[src/rtl/axi_framebuffer_reader_if.sv]
// rtl/axi_framebuffer_reader_if.sv - AXI4 read channels plus AXI4-Stream output of the framebuffer reader
interface axi_framebuffer_reader_if #(
  parameter int DATA_WIDTH = 32,
  parameter int ADDR_WIDTH = 19,
  parameter int ID_WIDTH   = 10
);
  logic [ID_WIDTH-1:0]   m_axi_arid;
  logic [ADDR_WIDTH-1:0] m_axi_araddr;
  logic [7:0]            m_axi_arlen;
  logic [2:0]            m_axi_arsize;
  logic [1:0]            m_axi_arburst;
  logic                  m_axi_arlock;
  logic [3:0]            m_axi_arcache;
  logic [2:0]            m_axi_arprot;
  logic                  m_axi_arvalid;
  logic                  m_axi_arready;
  logic [ID_WIDTH-1:0]   m_axi_rid;
  logic [DATA_WIDTH-1:0] m_axi_rdata;
  logic [1:0]            m_axi_rresp;
  logic                  m_axi_rlast;
  logic                  m_axi_rvalid;
  logic                  m_axi_rready;
  logic [DATA_WIDTH-1:0] m_axis_tdata;
  logic                  m_axis_tvalid;
  logic                  m_axis_tlast;
  logic                  m_axis_tready;

  modport master (
    output m_axi_arid, m_axi_araddr, m_axi_arlen, m_axi_arsize, m_axi_arburst,
           m_axi_arlock, m_axi_arcache, m_axi_arprot, m_axi_arvalid,
    input  m_axi_arready,
    input  m_axi_rid, m_axi_rdata, m_axi_rresp, m_axi_rlast, m_axi_rvalid,
    output m_axi_rready,
    output m_axis_tdata, m_axis_tvalid, m_axis_tlast,
    input  m_axis_tready
  );

  modport slave (
    input  m_axi_arid, m_axi_araddr, m_axi_arlen, m_axi_arsize, m_axi_arburst,
           m_axi_arlock, m_axi_arcache, m_axi_arprot, m_axi_arvalid,
    output m_axi_arready,
    output m_axi_rid, m_axi_rdata, m_axi_rresp, m_axi_rlast, m_axi_rvalid,
    input  m_axi_rready,
    input  m_axis_tdata, m_axis_tvalid, m_axis_tlast,
    output m_axis_tready
  );
endinterface

[src/rtl/axi_framebuffer_reader.sv]
// rtl/axi_framebuffer_reader.sv - AXI4 burst reader streaming a frame region out as AXI4-Stream words
// Optional continuous frame looping is enabled by defining FB_READER_LOOP_EN.
module axi_framebuffer_reader #(
  parameter int DATA_WIDTH = 32,
  parameter int ADDR_WIDTH = 19,
  parameter int ID_WIDTH   = 10,
  parameter int BURST_LEN  = 16,
  parameter int FIFO_DEPTH = 64,
  parameter int LEN_WIDTH  = 16
) (
  input  logic                   aclk,
  input  logic                   resetn,
  input  logic                   start,
  input  logic [ADDR_WIDTH-1:0]  base_addr,
  input  logic [LEN_WIDTH-1:0]   frame_words,
  output logic                   busy,
  output logic                   rerr,
  axi_framebuffer_reader_if.master bus
);
  localparam int BYTES = DATA_WIDTH / 8;
  localparam int PW    = $clog2(FIFO_DEPTH);
  localparam int CW    = PW + 1;
  localparam logic [CW-1:0]        PTR_ONE = CW'(1);
  localparam logic [LEN_WIDTH-1:0] LEN_ONE = LEN_WIDTH'(1);

  typedef enum logic [1:0] {S_IDLE, S_ADDR, S_DATA, S_DRAIN} state_t;

  state_t                 state_q;
  logic [ADDR_WIDTH-1:0]  addr_q;
  logic [LEN_WIDTH-1:0]   remaining_q;
  logic [LEN_WIDTH-1:0]   frame_q;
  logic [LEN_WIDTH-1:0]   out_cnt_q;
  logic [CW-1:0]          beats_q;
  logic                   arvalid_q;
  logic [ADDR_WIDTH-1:0]  araddr_q;
  logic [7:0]             arlen_q;
  logic                   busy_q;
  logic                   rerr_q;
`ifdef FB_READER_LOOP_EN
  logic [ADDR_WIDTH-1:0]  base_q;
`endif

  logic                   in_valid_q;
  logic [DATA_WIDTH-1:0]  in_data_q;
  logic [DATA_WIDTH-1:0]  mem_q [FIFO_DEPTH];
  logic [CW-1:0]          wr_ptr_q;
  logic [CW-1:0]          rd_ptr_q;
  logic [CW-1:0]          used_q;
  logic [DATA_WIDTH-1:0]  tdata_q;
  logic                   tvalid_q;

  logic [CW-1:0]          beats_d;
  logic [CW-1:0]          free_slots;
  logic [ADDR_WIDTH-1:0]  addr_step;
  logic                   r_fire;
  logic                   pop;
  logic                   load;

  // used_q counts every beat from R acceptance until it leaves the stream
  // port, so the burst gate below also covers the input stage in flight.
  assign free_slots = CW'(FIFO_DEPTH) - used_q;
  assign beats_d    = (remaining_q < LEN_WIDTH'(BURST_LEN)) ? CW'(remaining_q) : CW'(BURST_LEN);
  assign addr_step  = ADDR_WIDTH'(beats_q) << $clog2(BYTES);
  assign r_fire     = bus.m_axi_rvalid && (state_q == S_DATA);
  assign pop        = tvalid_q && bus.m_axis_tready;
  assign load       = (wr_ptr_q != rd_ptr_q) && (!tvalid_q || pop);

  assign bus.m_axi_arid    = '0;
  assign bus.m_axi_araddr  = araddr_q;
  assign bus.m_axi_arlen   = arlen_q;
  assign bus.m_axi_arsize  = 3'($clog2(BYTES));
  assign bus.m_axi_arburst = 2'b01;
  assign bus.m_axi_arlock  = 1'b0;
  assign bus.m_axi_arcache = 4'd0;
  assign bus.m_axi_arprot  = 3'd0;
  assign bus.m_axi_arvalid = arvalid_q;
  assign bus.m_axi_rready  = 1'b1;
  assign bus.m_axis_tdata  = tdata_q;
  assign bus.m_axis_tvalid = tvalid_q;
  assign bus.m_axis_tlast  = tvalid_q && (out_cnt_q == frame_q - LEN_ONE);
  assign busy = busy_q;
  assign rerr = rerr_q;

  always_ff @(posedge aclk) begin
    if (!resetn) begin
      state_q     <= S_IDLE;
      addr_q      <= '0;
      remaining_q <= '0;
      frame_q     <= '0;
      out_cnt_q   <= '0;
      beats_q     <= '0;
      arvalid_q   <= 1'b0;
      araddr_q    <= '0;
      arlen_q     <= '0;
      busy_q      <= 1'b0;
      rerr_q      <= 1'b0;
`ifdef FB_READER_LOOP_EN
      base_q      <= '0;
`endif
    end else begin
      if (pop) begin
`ifdef FB_READER_LOOP_EN
        out_cnt_q <= (out_cnt_q == frame_q - LEN_ONE) ? '0 : out_cnt_q + LEN_ONE;
`else
        out_cnt_q <= out_cnt_q + LEN_ONE;
`endif
      end
      case (state_q)
        S_IDLE: begin
          if (start && frame_words != '0) begin
            addr_q      <= base_addr;
            remaining_q <= frame_words;
            frame_q     <= frame_words;
            out_cnt_q   <= '0;
            rerr_q      <= 1'b0;
            busy_q      <= 1'b1;
            state_q     <= S_ADDR;
`ifdef FB_READER_LOOP_EN
            base_q      <= base_addr;
`endif
          end
        end
        S_ADDR: begin
          if (!arvalid_q) begin
            if (free_slots >= beats_d) begin
              arvalid_q <= 1'b1;
              araddr_q  <= addr_q;
              arlen_q   <= 8'(beats_d - PTR_ONE);
              beats_q   <= beats_d;
            end
          end else if (bus.m_axi_arready) begin
            arvalid_q <= 1'b0;
            state_q   <= S_DATA;
          end
        end
        S_DATA: begin
          if (r_fire) begin
            if (bus.m_axi_rresp != 2'b00) rerr_q <= 1'b1;
            if (bus.m_axi_rlast) begin
              if (remaining_q == LEN_WIDTH'(beats_q)) begin
`ifdef FB_READER_LOOP_EN
                addr_q      <= base_q;
                remaining_q <= frame_q;
                state_q     <= S_ADDR;
`else
                remaining_q <= '0;
                state_q     <= S_DRAIN;
`endif
              end else begin
                addr_q      <= addr_q + addr_step;
                remaining_q <= remaining_q - LEN_WIDTH'(beats_q);
                state_q     <= S_ADDR;
              end
            end
          end
        end
        S_DRAIN: begin
          if (out_cnt_q == frame_q) begin
            busy_q  <= 1'b0;
            state_q <= S_IDLE;
          end
        end
        default: state_q <= S_IDLE;
      endcase
    end
  end

  // Beat path: R capture register -> memory -> registered stream head.
  always_ff @(posedge aclk) begin
    if (!resetn) begin
      in_valid_q <= 1'b0;
      wr_ptr_q   <= '0;
      rd_ptr_q   <= '0;
      used_q     <= '0;
      tvalid_q   <= 1'b0;
    end else begin
      in_valid_q <= r_fire;
      if (in_valid_q) wr_ptr_q <= wr_ptr_q + PTR_ONE;
      if (load) begin
        rd_ptr_q <= rd_ptr_q + PTR_ONE;
        tvalid_q <= 1'b1;
      end else if (pop) begin
        tvalid_q <= 1'b0;
      end
      used_q <= used_q + CW'(r_fire) - CW'(pop);
    end
  end

  always_ff @(posedge aclk) begin
    in_data_q <= bus.m_axi_rdata;
    if (in_valid_q) mem_q[wr_ptr_q[PW-1:0]] <= in_data_q;
    if (load) tdata_q <= mem_q[rd_ptr_q[PW-1:0]];
  end
endmodule

[src/flat_wrapper.sv]
// flat-port wrapper written by rule: the top's interface ports become plain ports
module axi_framebuffer_reader_flat 
#(
  parameter int DATA_WIDTH = 32,
  parameter int ADDR_WIDTH = 19,
  parameter int ID_WIDTH   = 10,
  parameter int BURST_LEN  = 16,
  parameter int FIFO_DEPTH = 64,
  parameter int LEN_WIDTH  = 16
)
  (aclk, resetn, start, base_addr, frame_words, busy, rerr, bus_m_axi_arid, bus_m_axi_araddr, bus_m_axi_arlen, bus_m_axi_arsize, bus_m_axi_arburst, bus_m_axi_arlock, bus_m_axi_arcache, bus_m_axi_arprot, bus_m_axi_arvalid, bus_m_axi_arready, bus_m_axi_rid, bus_m_axi_rdata, bus_m_axi_rresp, bus_m_axi_rlast, bus_m_axi_rvalid, bus_m_axi_rready, bus_m_axis_tdata, bus_m_axis_tvalid, bus_m_axis_tlast, bus_m_axis_tready);
  axi_framebuffer_reader_if #(.DATA_WIDTH(DATA_WIDTH), .ADDR_WIDTH(ADDR_WIDTH), .ID_WIDTH(ID_WIDTH)) bus_i ();
  input  logic aclk;
  input  logic resetn;
  input  logic start;
  input  logic [ADDR_WIDTH-1:0] base_addr;
  input  logic [LEN_WIDTH-1:0] frame_words;
  output logic busy;
  output logic rerr;
  output wire logic [$bits(bus_i.m_axi_arid)-1:0] bus_m_axi_arid;
  output wire logic [$bits(bus_i.m_axi_araddr)-1:0] bus_m_axi_araddr;
  output wire logic [$bits(bus_i.m_axi_arlen)-1:0] bus_m_axi_arlen;
  output wire logic [$bits(bus_i.m_axi_arsize)-1:0] bus_m_axi_arsize;
  output wire logic [$bits(bus_i.m_axi_arburst)-1:0] bus_m_axi_arburst;
  output wire logic [$bits(bus_i.m_axi_arlock)-1:0] bus_m_axi_arlock;
  output wire logic [$bits(bus_i.m_axi_arcache)-1:0] bus_m_axi_arcache;
  output wire logic [$bits(bus_i.m_axi_arprot)-1:0] bus_m_axi_arprot;
  output wire logic [$bits(bus_i.m_axi_arvalid)-1:0] bus_m_axi_arvalid;
  input wire logic [$bits(bus_i.m_axi_arready)-1:0] bus_m_axi_arready;
  input wire logic [$bits(bus_i.m_axi_rid)-1:0] bus_m_axi_rid;
  input wire logic [$bits(bus_i.m_axi_rdata)-1:0] bus_m_axi_rdata;
  input wire logic [$bits(bus_i.m_axi_rresp)-1:0] bus_m_axi_rresp;
  input wire logic [$bits(bus_i.m_axi_rlast)-1:0] bus_m_axi_rlast;
  input wire logic [$bits(bus_i.m_axi_rvalid)-1:0] bus_m_axi_rvalid;
  output wire logic [$bits(bus_i.m_axi_rready)-1:0] bus_m_axi_rready;
  output wire logic [$bits(bus_i.m_axis_tdata)-1:0] bus_m_axis_tdata;
  output wire logic [$bits(bus_i.m_axis_tvalid)-1:0] bus_m_axis_tvalid;
  output wire logic [$bits(bus_i.m_axis_tlast)-1:0] bus_m_axis_tlast;
  input wire logic [$bits(bus_i.m_axis_tready)-1:0] bus_m_axis_tready;
  assign bus_m_axi_arid = bus_i.m_axi_arid;
  assign bus_m_axi_araddr = bus_i.m_axi_araddr;
  assign bus_m_axi_arlen = bus_i.m_axi_arlen;
  assign bus_m_axi_arsize = bus_i.m_axi_arsize;
  assign bus_m_axi_arburst = bus_i.m_axi_arburst;
  assign bus_m_axi_arlock = bus_i.m_axi_arlock;
  assign bus_m_axi_arcache = bus_i.m_axi_arcache;
  assign bus_m_axi_arprot = bus_i.m_axi_arprot;
  assign bus_m_axi_arvalid = bus_i.m_axi_arvalid;
  assign bus_i.m_axi_arready = bus_m_axi_arready;
  assign bus_i.m_axi_rid = bus_m_axi_rid;
  assign bus_i.m_axi_rdata = bus_m_axi_rdata;
  assign bus_i.m_axi_rresp = bus_m_axi_rresp;
  assign bus_i.m_axi_rlast = bus_m_axi_rlast;
  assign bus_i.m_axi_rvalid = bus_m_axi_rvalid;
  assign bus_m_axi_rready = bus_i.m_axi_rready;
  assign bus_m_axis_tdata = bus_i.m_axis_tdata;
  assign bus_m_axis_tvalid = bus_i.m_axis_tvalid;
  assign bus_m_axis_tlast = bus_i.m_axis_tlast;
  assign bus_i.m_axis_tready = bus_m_axis_tready;
  axi_framebuffer_reader #(.DATA_WIDTH(DATA_WIDTH), .ADDR_WIDTH(ADDR_WIDTH), .ID_WIDTH(ID_WIDTH), .BURST_LEN(BURST_LEN), .FIFO_DEPTH(FIFO_DEPTH), .LEN_WIDTH(LEN_WIDTH)) u_core (.aclk(aclk), .resetn(resetn), .start(start), .base_addr(base_addr), .frame_words(frame_words), .busy(busy), .rerr(rerr), .bus(bus_i));
endmodule
[config.mk]
export PLATFORM = sky130hd
export DESIGN_NAME = axi_framebuffer_reader_flat
export DESIGN_NICKNAME = d
export VERILOG_FILES = /design/src/rtl/axi_framebuffer_reader_if.sv /design/src/rtl/axi_framebuffer_reader.sv /design/src/flat_wrapper.sv
export SDC_FILE = /design/constraint.sdc
export NUM_CORES = 2
export LEC_CHECK = 0
export ABC_CLOCK_PERIOD_IN_PS = 5900
export BUFFER_PORTS_ARGS = -buffer_cell sky130_fd_sc_hd__buf_2
export CAP_MARGIN = 20
export CORE_ASPECT_RATIO = 2
export CORE_MARGIN = 2
export CORE_UTILIZATION = 55
export CTS_BUF_LIST = sky130_fd_sc_hd__clkbuf_8 sky130_fd_sc_hd__clkbuf_16
export CTS_CLUSTER_SIZE = 20
export DETAILED_ROUTE_END_ITERATION = 6
export PLACE_DENSITY = 0.81
export REMOVE_ABC_BUFFERS = 1
export SLEW_MARGIN = 5
export SYNTH_ARGS = -nofsm -noshare
export SYNTH_HDL_FRONTEND = slang
export SYNTH_SLANG_ARGS = --single-unit
[constraint.sdc]
create_clock -name aclk -period 5.9 [get_ports aclk]
set_input_delay 0.59 -clock aclk [delete_from_list [all_inputs] [get_ports aclk]]
set_output_delay 0.59 -clock aclk [all_outputs]
set_load 0.005 [all_outputs]
==> impl_metrics.yaml <==
final_layout:
  drive_gt1_share_pct: 27.77
  instances_no_fill: 6706
  area_growth_pct: 12.50
  final_net_count: 4605
  fin_area_mm2: 0.09784
worst_setup_path:
  critPathRequiredTime_ns: 5.31
  r2r_setup_slack_ns: 1.73
  r2r-end: "u_core.bus.m_axis_tdata[9]$_DFFE_PP_"
  r2r_cells: 6
  worst_r2r_startpoint: "u_core.rd_ptr_q[0]$_SDFFE_PN0P_"
  critPathLaunchType: "register"
  critPathKind: "register to output port"
  crit_arrival_ns: 3.79
  cp-end-kind: "output port"
  cp_max_fo: 8
min_path:
  min_to: "u_core.frame_q[11]$_SDFFE_PN0P_"
  hp-start: "frame_words[11]"
  min_path_cells: 3
  hp-class: "input port to register"
timing:
  holdWs_ns: 0.03882
  setup_slack_ns: 1.522
  finClkSkew_ns: 0.06009
  period_needed_ns: 4.378
  rsz0062_at_grt: "false"
  slew_headroom_pct: 9.735
  final-setup-viol-count: 0
  fmax_mhz: 228.4
  maxSlewViolCount: 0
  final.period_utilization_pct: 74.21
  finalHoldViolations: 0
  worst_pin_slew_ns: 1.354
synth:
  synth_common_cells: "edfxtp_1, mux4_2, dfxtp_1"
  syn-instance-count: 4189
  synth_area_leader_cell: "edfxtp_1"
  synth-edff-count: 2080
  syn_avg_cell_area_um2: 20.76
  synth.most_common_cell: "edfxtp_1"
  synth-seq-area-share_pct: 75.52
  ys_types: 81
  netlist_area_mm2: 0.08697
  synth_warnings: 0
  yosys-top-cells-area: "edfxtp_1, mux4_2, dfxtp_1"
  ys_ff_latch: 2241
  yosys.area.top_type_share_pct: 71.81
  synth_flop_cell: "edfxtp_1"
  async_flop_share_pct: 0
clock_tree:
  cts_made_buffers: 183
  cts.clk_slew.worst_paths_ns: 0.07
  cts_tree: "done"
  cts_resized: 0
  post-cts-setup-buffers: 0
  cts_sinks: 2241
  clockBufferDepth: 4
  cts-root-buf: "clkbuf_16"
  h-tree-depth: 4
  clock_latency_ns: 0.85
floorplanning:
  ios: 174
  die_x_um: 285.2
  core_mm2: 0.1572
  die_area_mm2: 0.1615
  std_cell_rows: 206
  die_h_um: 566.4
  start_util_pct: 55.32
run_status:
  status: "finished, final reports clean"
detailed_routing:
  drc: 0
  wire_per_inst_um: 36.10
  antenna_left: 0
  via_per_inst: 6.976
  drt-initial-drc-count: 6695
  wl_mm: 242.1
  first_pass_iters: 6
  num_vias: 46778
placement:
  dp_hpwl_mm: 127.3
  place_ws_ns: 1.896
  port_buffers: 139
  place_inst: 6307
  place_congestion: 0.8691
  placed_area_mm2: 0.09084
power:
  vdd_drop_max_mv: 0.2490
  p_leak_nw: 30.04
  powerDensity_mw_per_mm2: 341.6
global_routing:
  grt_first_pass_wirelength_mm: 342.2
  grt_remaining_overflow: 0
  track_usage_pct: 29.81
  antenna_found_initial: 13
  grt_pass1_vias: 47322
  grt_start_max_net_pins: 95
flow_run:
  drv_cap: 0
-- worst max-delay path, stage by stage, from the launching register on --
cell and delay, ns:
dfxtp_1 0.40, nor4_1 0.65, nand2_1 0.31, or3_2 0.50, mux2i_1 0.13, a2111oi_0 0.38, nand3_1 0.15, nor4_2 0.25
buf_2 0.18
-- logic make-up (layout without fill, tap and decap cells) --
| kind of cell | count (synthesis) | count (layout) | synth area share [%] |
|---|---|---|---|
| adders and majority gates | 41 | 41 | 0.6157 |
| DFF | 2241 | 2241 | 75.52 |
| buffers and inverters | 283 | 690 | 1.470 |
| other | 2 | 32 | 0.008635 |
| AOI/OAI and AO/OA | 421 | 421 | 3.054 |
| muxes | 672 | 672 | 16.10 |
| and+or+nand+nor | 456 | 456 | 2.500 |
| xor gates and xnor gates | 73 | 73 | 0.7351 |
-- per-stage QoR --
stage | utilization (%) | total power (W) | setup TNS, ns
floorplan | - | 0.02111 | -1188.99
global placement | 57.78 | 0.02098 | 0
detailed placement | 57.78 | 0.02106 | 0
CTS | 61.85 | 0.03342 | 0
global route | 62.23 | 0.03415 | 0
finish | 62.23 | 0.03342 | 0
-- layout by cell type, fill, tap and decap left out, types with 33 or more instances in the layout --
cell / count
inv_1: 63
nor2_4: 55
mux4_2: 581
xnor2_1: 37
mux2i_1: 88
clkbuf_16: 187
ha_1: 38
buf_2: 139
a22oi_1: 33
nand3_1: 49
a21oi_1: 115
dfxtp_2: 33
buf_12: 37
dfxtp_1: 123
xor2_1: 36
edfxtp_1: 2080
o21ai_0: 126
nor2_1: 92
buf_4: 112
dlygate4sd3_1: 37
nand2_1: 115
-- flip-flops by register name (all words and copies together) (netlist names), 2 cells and up --
signal	count
u_core.bus.m_axi_araddr	19
u_core.frame_q	16
u_core.out_cnt_q	16
u_core.remaining_q	16
u_core.beats_q	7
u_core.bus.m_axi_arlen	8
u_core.in_data_q	32
u_core.mem_q	2048
u_core.wr_ptr_q	7
u_core.addr_q	19
u_core.rd_ptr_q	7
u_core.used_q	7
u_core.bus.m_axis_tdata	32
u_core.state_q	2
-- how the worst max path moves through the flow --
| stage | start | to | slack (ns) | cells past startpoint |
|---|---|---|---|---|
| 5_1_grt | u_core.frame_q[2]$_SDFFE_PN0P_ | bus_m_axis_tlast | 1.26 | 8 |
| 3_5_place_dp | u_core.rd_ptr_q[0]$_SDFFE_PN0P_ | u_core.bus.m_axis_tdata[3]$_DFFE_PP_ | 1.90 | 6 |
| 2_1_floorplan | u_core.rd_ptr_q[0]$_SDFFE_PN0P_ | u_core.bus.m_axis_tdata[23]$_DFFE_PP_ | -18.91 | 6 |
| 4_1_cts | u_core.frame_q[2]$_SDFFE_PN0P_ | bus_m_axis_tlast | 1.58 | 8 |
| 3_3_place_gp | u_core.rd_ptr_q[0]$_SDFFE_PN0P_ | u_core.bus.m_axis_tdata[1]$_DFFE_PP_ | 1.92 | 6 |
| 6_report | u_core.frame_q[2]$_SDFFE_PN0P_ | bus_m_axis_tlast | 1.52 | 8 |
-- power breakdown --
| group | total, W | internal [W] | switching, W |
|---|---|---|---|
| clock network | 0.0126 | 0.00684 | 0.00573 |
| logic | 0.00316 | 0.00145 | 0.00171 |
| registers | 0.0177 | 0.0175 | 0.000229 |
| total | 0.0334 | 0.0258 | 0.00767 |
-- routing by layer --
metal	wire, µm	global-route usage [%]	vias to the layer above	share of wire (%)
met2	123400	50.62	4166	51
met3	25970	6.062	961	11
met4	18280	19.68	6	7.6
met1	74380	34.25	23774	31
met5	39	0	-	0.016
li1	-	-	17871	-
-- cell type report --
type,count,area (µm²)
antenna,6,15.01
fill,9961,59380
timing repair buffer,329,2735
tap,2080,2603
clock buffer,201,4872
inverter,34,128.9
multi-input combinational,1689,20590
clock inverter,126,1152
sequential,2241,65740
-- timing repair --
item | CTS | global route
hold endpoints to repair | 37 | 0
endpoints found under the setup margin | 0 | 0
hold buffers | 37 | 0
(Power assumes the default switching activity.)
